--- config.mk ---
export PLATFORM = sky130hd
export DESIGN_NAME = hazard_control_unit_flat
export DESIGN_NICKNAME = d
export VERILOG_FILES = /design/src/rtl/hazard_control_unit_if.sv /design/src/rtl/hazard_control_unit.sv /design/src/flat_wrapper.sv
export SDC_FILE = /design/constraint.sdc
export NUM_CORES = 1
export LEC_CHECK = 0
export ABC_AREA = 1
export CORE_ASPECT_RATIO = 0.5
export CORE_MARGIN = 5
export CORE_UTILIZATION = 32
export DETAILED_ROUTE_END_ITERATION = 10
export GPL_TIMING_DRIVEN = 0
export PLACE_DENSITY = 0.91
export SLEW_MARGIN = 20
export SYNTH_ARGS = -nofsm -noshare
export SYNTH_HDL_FRONTEND = slang
export SYNTH_SLANG_ARGS = --single-unit
--- constraint.sdc ---
create_clock -name clock -period 1.47 [get_ports clock]
set_clock_uncertainty 0.05 [all_clocks]
set_input_delay 0.2205 -clock clock [delete_from_list [all_inputs] [get_ports clock]]
set_output_delay 0.2205 -clock clock [all_outputs]
set_load 0.02 [all_outputs]
--- src/rtl/hazard_control_unit_if.sv ---
// Bundle between the MIPS pipeline (master) and the hazard controller (slave):
// ID/EX hazard inputs, memory busy, and the pipeline enable/flush/freeze controls.
interface hazard_control_unit_if;
  logic [4:0]  ra_pipe_id;
  logic [4:0]  rb_pipe_id;
  logic        ra_used_id;
  logic        rb_used_id;
  logic        MemToReg_pipe_ex;
  logic        RegWrite_pipe_ex;
  logic [4:0]  RegWriteDst_pipe_ex;
  logic        branch_taken_ex;
  logic        dmem_busy_mem;
  logic        pc_write_en;
  logic        ifid_write_en;
  logic        ifid_flush;
  logic        idex_bubble;
  logic        pipe_freeze;
  logic        mem_fault;
  logic [31:0] load_stall_count;
  logic [31:0] freeze_count;
  logic [31:0] flush_count;

  modport master (
    output ra_pipe_id, rb_pipe_id, ra_used_id, rb_used_id,
           MemToReg_pipe_ex, RegWrite_pipe_ex, RegWriteDst_pipe_ex,
           branch_taken_ex, dmem_busy_mem,
    input  pc_write_en, ifid_write_en, ifid_flush, idex_bubble, pipe_freeze,
           mem_fault, load_stall_count, freeze_count, flush_count
  );

  modport slave (
    input  ra_pipe_id, rb_pipe_id, ra_used_id, rb_used_id,
           MemToReg_pipe_ex, RegWrite_pipe_ex, RegWriteDst_pipe_ex,
           branch_taken_ex, dmem_busy_mem,
    output pc_write_en, ifid_write_en, ifid_flush, idex_bubble, pipe_freeze,
           mem_fault, load_stall_count, freeze_count, flush_count
  );
endinterface

--- src/rtl/hazard_control_unit.sv ---
// Load-use stall, branch flush, memory-busy freeze and watchdog for the 5-stage MIPS core.
// Define HAZARD_PERF_CNT_EN to build the stall/freeze/flush performance counters.
module hazard_control_unit #(
  parameter int unsigned LOAD_LATENCY = 1,
  parameter int unsigned MEM_TIMEOUT  = 255
) (
  input logic             clock,
  input logic             reset,
  hazard_control_unit_if.slave hz
);

  localparam int unsigned BCW = (MEM_TIMEOUT > 0) ? $clog2(MEM_TIMEOUT + 1) : 1;
  localparam logic [BCW-1:0] TIMEOUT_V = BCW'(MEM_TIMEOUT);

  typedef enum logic [1:0] {
    RUN        = 2'd0,
    LOAD_STALL = 2'd1,
    FAULT      = 2'd2
  } state_t;

  state_t           state, state_nxt;
  logic [1:0]       stall_cnt, stall_cnt_nxt;
  logic [BCW-1:0]   busy_cnt;
  logic             load_use;
  logic             timeout;
  logic             pc_we, ifid_we, flush, bubble, freeze, fault;

  assign load_use = hz.MemToReg_pipe_ex & hz.RegWrite_pipe_ex &
                    (hz.RegWriteDst_pipe_ex != 5'd0) &
                    ((hz.ra_used_id & (hz.ra_pipe_id == hz.RegWriteDst_pipe_ex)) |
                     (hz.rb_used_id & (hz.rb_pipe_id == hz.RegWriteDst_pipe_ex)));

  // Fault is reported in the very cycle the timeout is reached, not one later.
  assign timeout = (MEM_TIMEOUT != 0) && hz.dmem_busy_mem && (busy_cnt == TIMEOUT_V);

  always_ff @(posedge clock) begin
    if (reset) begin
      state     <= RUN;
      stall_cnt <= '0;
      busy_cnt  <= '0;
    end else begin
      state     <= state_nxt;
      stall_cnt <= stall_cnt_nxt;
      if (!hz.dmem_busy_mem)
        busy_cnt <= '0;
      else if (busy_cnt != TIMEOUT_V)
        busy_cnt <= busy_cnt + 1'b1;
    end
  end

  always_comb begin
    state_nxt     = state;
    stall_cnt_nxt = stall_cnt;
    pc_we         = 1'b1;
    ifid_we       = 1'b1;
    flush         = 1'b0;
    bubble        = 1'b0;
    freeze        = 1'b0;
    fault         = 1'b0;
    if (reset) begin
      state_nxt = RUN;
    end else if (state == FAULT || timeout) begin
      pc_we     = 1'b0;
      ifid_we   = 1'b0;
      freeze    = 1'b1;
      fault     = 1'b1;
      state_nxt = FAULT;
    end else if (hz.dmem_busy_mem) begin
      pc_we   = 1'b0;
      ifid_we = 1'b0;
      freeze  = 1'b1;
    end else if (state == LOAD_STALL) begin
      pc_we   = 1'b0;
      ifid_we = 1'b0;
      bubble  = 1'b1;
      if (stall_cnt == 2'd1) begin
        state_nxt     = RUN;
        stall_cnt_nxt = '0;
      end else begin
        stall_cnt_nxt = stall_cnt - 2'd1;
      end
    end else if (hz.branch_taken_ex) begin
      flush  = 1'b1;
      bubble = 1'b1;
    end else if (load_use) begin
      pc_we   = 1'b0;
      ifid_we = 1'b0;
      bubble  = 1'b1;
      if (LOAD_LATENCY > 1) begin
        state_nxt     = LOAD_STALL;
        stall_cnt_nxt = 2'(LOAD_LATENCY - 1);
      end
    end
  end

  assign hz.pc_write_en   = pc_we;
  assign hz.ifid_write_en = ifid_we;
  assign hz.ifid_flush    = flush;
  assign hz.idex_bubble   = bubble;
  assign hz.pipe_freeze   = freeze;
  assign hz.mem_fault     = fault;

`ifdef HAZARD_PERF_CNT_EN
  logic [31:0] stall_q, freeze_q, flush_q;
  logic        is_stall;

  // A bubble without a flush can only be a load-use stall cycle.
  assign is_stall = bubble & ~flush;

  always_ff @(posedge clock) begin
    if (reset) begin
      stall_q  <= '0;
      freeze_q <= '0;
      flush_q  <= '0;
    end else begin
      if (is_stall && stall_q != '1)
        stall_q <= stall_q + 32'd1;
      if (freeze && freeze_q != '1)
        freeze_q <= freeze_q + 32'd1;
      if (flush && flush_q != '1)
        flush_q <= flush_q + 32'd1;
    end
  end

  assign hz.load_stall_count = stall_q;
  assign hz.freeze_count     = freeze_q;
  assign hz.flush_count      = flush_q;
`else
  assign hz.load_stall_count = '0;
  assign hz.freeze_count     = '0;
  assign hz.flush_count      = '0;
`endif

endmodule

--- src/flat_wrapper.sv ---
// flat-port wrapper written by rule: the top's interface ports become plain ports
module hazard_control_unit_flat 
#(
  parameter int unsigned LOAD_LATENCY = 1,
  parameter int unsigned MEM_TIMEOUT  = 255
)
  (clock, reset, hz_ra_pipe_id, hz_rb_pipe_id, hz_ra_used_id, hz_rb_used_id, hz_MemToReg_pipe_ex, hz_RegWrite_pipe_ex, hz_RegWriteDst_pipe_ex, hz_branch_taken_ex, hz_dmem_busy_mem, hz_pc_write_en, hz_ifid_write_en, hz_ifid_flush, hz_idex_bubble, hz_pipe_freeze, hz_mem_fault, hz_load_stall_count, hz_freeze_count, hz_flush_count);
  hazard_control_unit_if hz_i ();
  input logic clock;
  input logic reset;
  input wire logic [$bits(hz_i.ra_pipe_id)-1:0] hz_ra_pipe_id;
  input wire logic [$bits(hz_i.rb_pipe_id)-1:0] hz_rb_pipe_id;
  input wire logic [$bits(hz_i.ra_used_id)-1:0] hz_ra_used_id;
  input wire logic [$bits(hz_i.rb_used_id)-1:0] hz_rb_used_id;
  input wire logic [$bits(hz_i.MemToReg_pipe_ex)-1:0] hz_MemToReg_pipe_ex;
  input wire logic [$bits(hz_i.RegWrite_pipe_ex)-1:0] hz_RegWrite_pipe_ex;
  input wire logic [$bits(hz_i.RegWriteDst_pipe_ex)-1:0] hz_RegWriteDst_pipe_ex;
  input wire logic [$bits(hz_i.branch_taken_ex)-1:0] hz_branch_taken_ex;
  input wire logic [$bits(hz_i.dmem_busy_mem)-1:0] hz_dmem_busy_mem;
  output wire logic [$bits(hz_i.pc_write_en)-1:0] hz_pc_write_en;
  output wire logic [$bits(hz_i.ifid_write_en)-1:0] hz_ifid_write_en;
  output wire logic [$bits(hz_i.ifid_flush)-1:0] hz_ifid_flush;
  output wire logic [$bits(hz_i.idex_bubble)-1:0] hz_idex_bubble;
  output wire logic [$bits(hz_i.pipe_freeze)-1:0] hz_pipe_freeze;
  output wire logic [$bits(hz_i.mem_fault)-1:0] hz_mem_fault;
  output wire logic [$bits(hz_i.load_stall_count)-1:0] hz_load_stall_count;
  output wire logic [$bits(hz_i.freeze_count)-1:0] hz_freeze_count;
  output wire logic [$bits(hz_i.flush_count)-1:0] hz_flush_count;
  assign hz_i.ra_pipe_id = hz_ra_pipe_id;
  assign hz_i.rb_pipe_id = hz_rb_pipe_id;
  assign hz_i.ra_used_id = hz_ra_used_id;
  assign hz_i.rb_used_id = hz_rb_used_id;
  assign hz_i.MemToReg_pipe_ex = hz_MemToReg_pipe_ex;
  assign hz_i.RegWrite_pipe_ex = hz_RegWrite_pipe_ex;
  assign hz_i.RegWriteDst_pipe_ex = hz_RegWriteDst_pipe_ex;
  assign hz_i.branch_taken_ex = hz_branch_taken_ex;
  assign hz_i.dmem_busy_mem = hz_dmem_busy_mem;
  assign hz_pc_write_en = hz_i.pc_write_en;
  assign hz_ifid_write_en = hz_i.ifid_write_en;
  assign hz_ifid_flush = hz_i.ifid_flush;
  assign hz_idex_bubble = hz_i.idex_bubble;
  assign hz_pipe_freeze = hz_i.pipe_freeze;
  assign hz_mem_fault = hz_i.mem_fault;
  assign hz_load_stall_count = hz_i.load_stall_count;
  assign hz_freeze_count = hz_i.freeze_count;
  assign hz_flush_count = hz_i.flush_count;
  hazard_control_unit #(.LOAD_LATENCY(LOAD_LATENCY), .MEM_TIMEOUT(MEM_TIMEOUT)) u_core (.clock(clock), .reset(reset), .hz(hz_i));
endmodule
==> results by stage <==
Critical path:
- The required time of the worst setup path is 1.20 ns.
- The critical path goes through nand2_1 > nor3_4 > nand2_2 > a21oi_4 > buf_6.
- STA classifies the critical path startpoint as a flop.
- The path type of the worst setup path is reg -> out.
- The standard cell with the maximum stage delay on the critical path is dfxtp_1.
- The biggest fanout along the worst timing path is 5.
- The signal arrival time at the worst endpoint is around 1.3 ns.
- The largest single stage delay on the critical path is around 0.39 ns.
- The kind of end point of the critical path is an output pin.

Timing:
- The number of hold-slack violations in the final timing report came to 0.
- The ratio of final minimum period to clock period is 108%.
- Timing would allow up to 0.632 GHz.
- Setup violations remaining at the end of the flow were counted as 1.
- The clock period minus final worst setup slack is 1.58 ns.
- The final number of max-transition violations was 0.
- The worst setup margin is -0.113 ns.
- Setup repair after global routing could not meet its margin everywhere.
- The final-layout setup total negative slack is -0.113 ns.
- The tightest hold path in the finished design has a slack of 0.396 ns.

Routing:
- The routed layout has 1,380 vias.
- The detailed router finished its first iteration with 46 violations.
- The count of nets left with antenna violations once routing finished came out at 0.
- After detailed routing, the average wire length per cell comes to 9.12 um.
- Wires add up to 3730 um.
- The routed design uses 2240 um of met2 wire.
- The total iterations of the first detailed-routing run is 4.
- Wire segments on met3 add up to ~300 um in the final route.
- The highest layer used for signal routing is met4.
- Using the TritonRoute via totals, the vias-per-cell ratio works out to 3.37.
- The detailed-routing wirelength on met1 is 1070 um.
- The remaining design rule violation count is 0.

Placed design:
- Detailed placement ended at an HPWL of roughly 3000 um.
- After detailed placement, the design holds a cell count of 399.
- The placed cell area is 2140 sq um.
- The post-placement setup slack is -0.858 ns.
- At the end of routability-driven placement, the weighted congestion stood at 0.882.
- The number of buffer cells added on primary ports is 28.

Clock network:
- In this run the deepest clock path goes through 2 buffers.
- Clock latency on the worst-skew pair, taken at its later pin, is 0.24 ns.
- TritonCTS created 3 clock buffers.
- The tree is rooted in a clkbuf_8.
- The number of hold buffers added after CTS was 0.
- Clock-pin slew was measured on the worst setup and hold paths at 0.05 ns.
- The clock tree from TritonCTS is done.
- The H-tree depth is 1.
- The total clock sinks is 9.

Power:
- The static leakage is around 1.4 nW.
- Sequential cells account for 21.7% of the total power.
- The completed layout was analyzed and its total power is 1.13 mW.
- Dividing total power by cell area gives a power density of 506 nW/um^2.
- The maximum VDD drop is roughly 230 uV.
- Net switching is 40.3% of the power.
- The clock network burns between 20 and 30% of the power.
- The internal power summed over all cells is 676 uW.
- The share of total power dissipated in combinational logic is 51.5%.
- Summed over all nets, the switching power comes to 456 uW.

Finish:
- The library cell used most frequently in the layout, excluding fill and tap cells, is buf_4.
- The synthesis-to-layout area growth is 58.1%.
- For this run, the share of the core covered by cells in the final layout is 51.5%.
- 0 antenna diodes ended up in the layout.
- The ratio of cells with drive above 1 in the final layout is between 40% and 50%.
- The number of standard cells in the layout, taps in and fillers out is between 400 and 500.
- The finished cells cover 2240 sq um.
- The library cells used most frequently in the layout, excluding fill and tap cells, are buf_4, conb_1, nand2_1, nor2_1, inv_1.
- The net count of the finished layout is 377.
- The fill cell instance count of the final layout is 390.

Hold path:
- The min-delay analysis places its worst path in the category in -> reg.

Outcome:
- The flow ran to the end, but the final reports show violations.
- The final reports fail on negative setup slack.

Die:
- The floorplan has 17 rows.
- The die span in x is roughly 100 um.
- The starting density of the core is 32.6%.
- In this run the count of I/O pins placed on the die edge is 125.
- The die area is approximately 5900 sq um.
- The area of the placeable core is 4340 sq um.
- The overall die height is 57 um.

Global route:
- The number of antenna violations at the first check in global routing is 0.
- The number of global-route vias before repair is 1,272.
- The global-route wire length before repair is 5580 um.
- The aggregate global routing overflow is 0.
- Entering global routing, the biggest net connects 8 pins.
- Global routing used 11.2% of the available tracks across all layers.

Logic synthesis:
- The cell area after technology mapping is 1410 sq um.
- During synthesis, Yosys emitted a total of 0 warnings.
- The number of different library cells used by synthesis comes to 19.
- The top cell type by area accounts for between 50% and 60% of the synthesized area.
- The number of flip-flops and latches in the synthesized netlist is 9.
- The fraction of the yosys area taken by sequential cells is 12.7%.
- The biggest area consumer among synthesized cells is buf_4.
- Sorting the synthesized cells by area gives the leading types as buf_4, dfxtp_1, nand2_1, inv_1, nor2_1.
- The post-synthesis average cell area is between 6 and 7 sq um.
- The number of instances in the synthesized netlist is 219.

Job:
- The number of max-cap violations is 0.
-- worst max-delay path: cells and delay by family (launching register included) --
kind,cells,cell delay [ns]
AO/OA/AOI/OAI,1,0.13
AND/OR/NAND/NOR,3,0.42
buffers and inverters,1,0.13
flip-flops,1,0.39
-- cells by family after synthesis --
group / share of synthesized area [%]
compound gates: 4.34
simple gates: 21.2
buf+inv: 58.1
fa+ha+maj: 0.885
other cells: 0.265
flops: 12.7
xor+xnor: 2.48
-- per-layer routing --
layer	vias to the layer above	global-route usage, %
li1	736	-
met1	571	9.08
met2	62	24.8
met3	11	2.82
met4	0	5.72
met5	-	0
-- flip-flops by register name, indices dropped and copies added (netlist names) --
name	cells
u_core.busy_cnt	8
u_core.state	1
-- cell usage after synthesis --
library cell,n
o21ai_1,1
nand4_1,1
nand3_1,7
xor2_1,1
a21oi_1,6
nand4_2,1
a31oi_1,1
nor3_4,1
inv_2,1
dfxtp_1,9
nor2_1,22
xnor2_1,3
nand2_1,37
nand3b_1,1
o21ai_0,4
ha_1,1
inv_1,24
buf_4,97
conb_1,1
-- area by class of cell --
class,count,area [sq um],area share [%]
Buffer,96,721,32.2
Timing Repair Buffer,35,265,11.9
Tap cell,57,71.3,3.19
Multi-Input combinational cell,183,845,37.8
Sequential cell,9,195,8.73
Inverter,25,93.8,4.20
Clock buffer,4,45.0,2.01
-- what timing repair did --
action / in CTS / in global routing
buffers inserted: 7 / 1
pin swaps: 21 / 25
endpoints found under the setup margin: 7 / 7
resized for setup: 88 / 39
endpoints found under the hold margin: 0 / 0
gates cloned: 0 / 0
-- power groups by stage --
stage / Sequential [mW] / Clock (mW) / Combinational (mW)
finish: 0.245 / 0.303 / 0.583
global route: 0.245 / 0.318 / 0.630
CTS: 0.245 / 0.298 / 0.551
detailed placement: 0.255 / 0 / 0.564
global placement: 0.254 / 0 / 0.561
floorplan: 0.254 / 0 / 0.472
-- path summary, 6_finish.rpt --
| kind | startpoint | to | slack (ns) | depth (start not counted) |
|---|---|---|---|---|
| worst max register to register | u_core.busy_cnt[2]$_SDFFE_PP0P_ | u_core.busy_cnt[7]$_SDFFE_PP0P_ | 0.06 | 8 |
| worst min register to register | u_core.busy_cnt[7]$_SDFFE_PP0P_ | u_core.busy_cnt[6]$_SDFFE_PP0P_ | 0.47 | 2 |
| worst min-delay path | reset | u_core.state[1]$_SDFFE_PP0P_ | 0.40 | 2 |
| worst max-delay path | u_core.busy_cnt[6]$_SDFFE_PP0P_ | hz_mem_fault | -0.11 | 5 |
No activity file was read; power rests on OpenSTA's default activity.
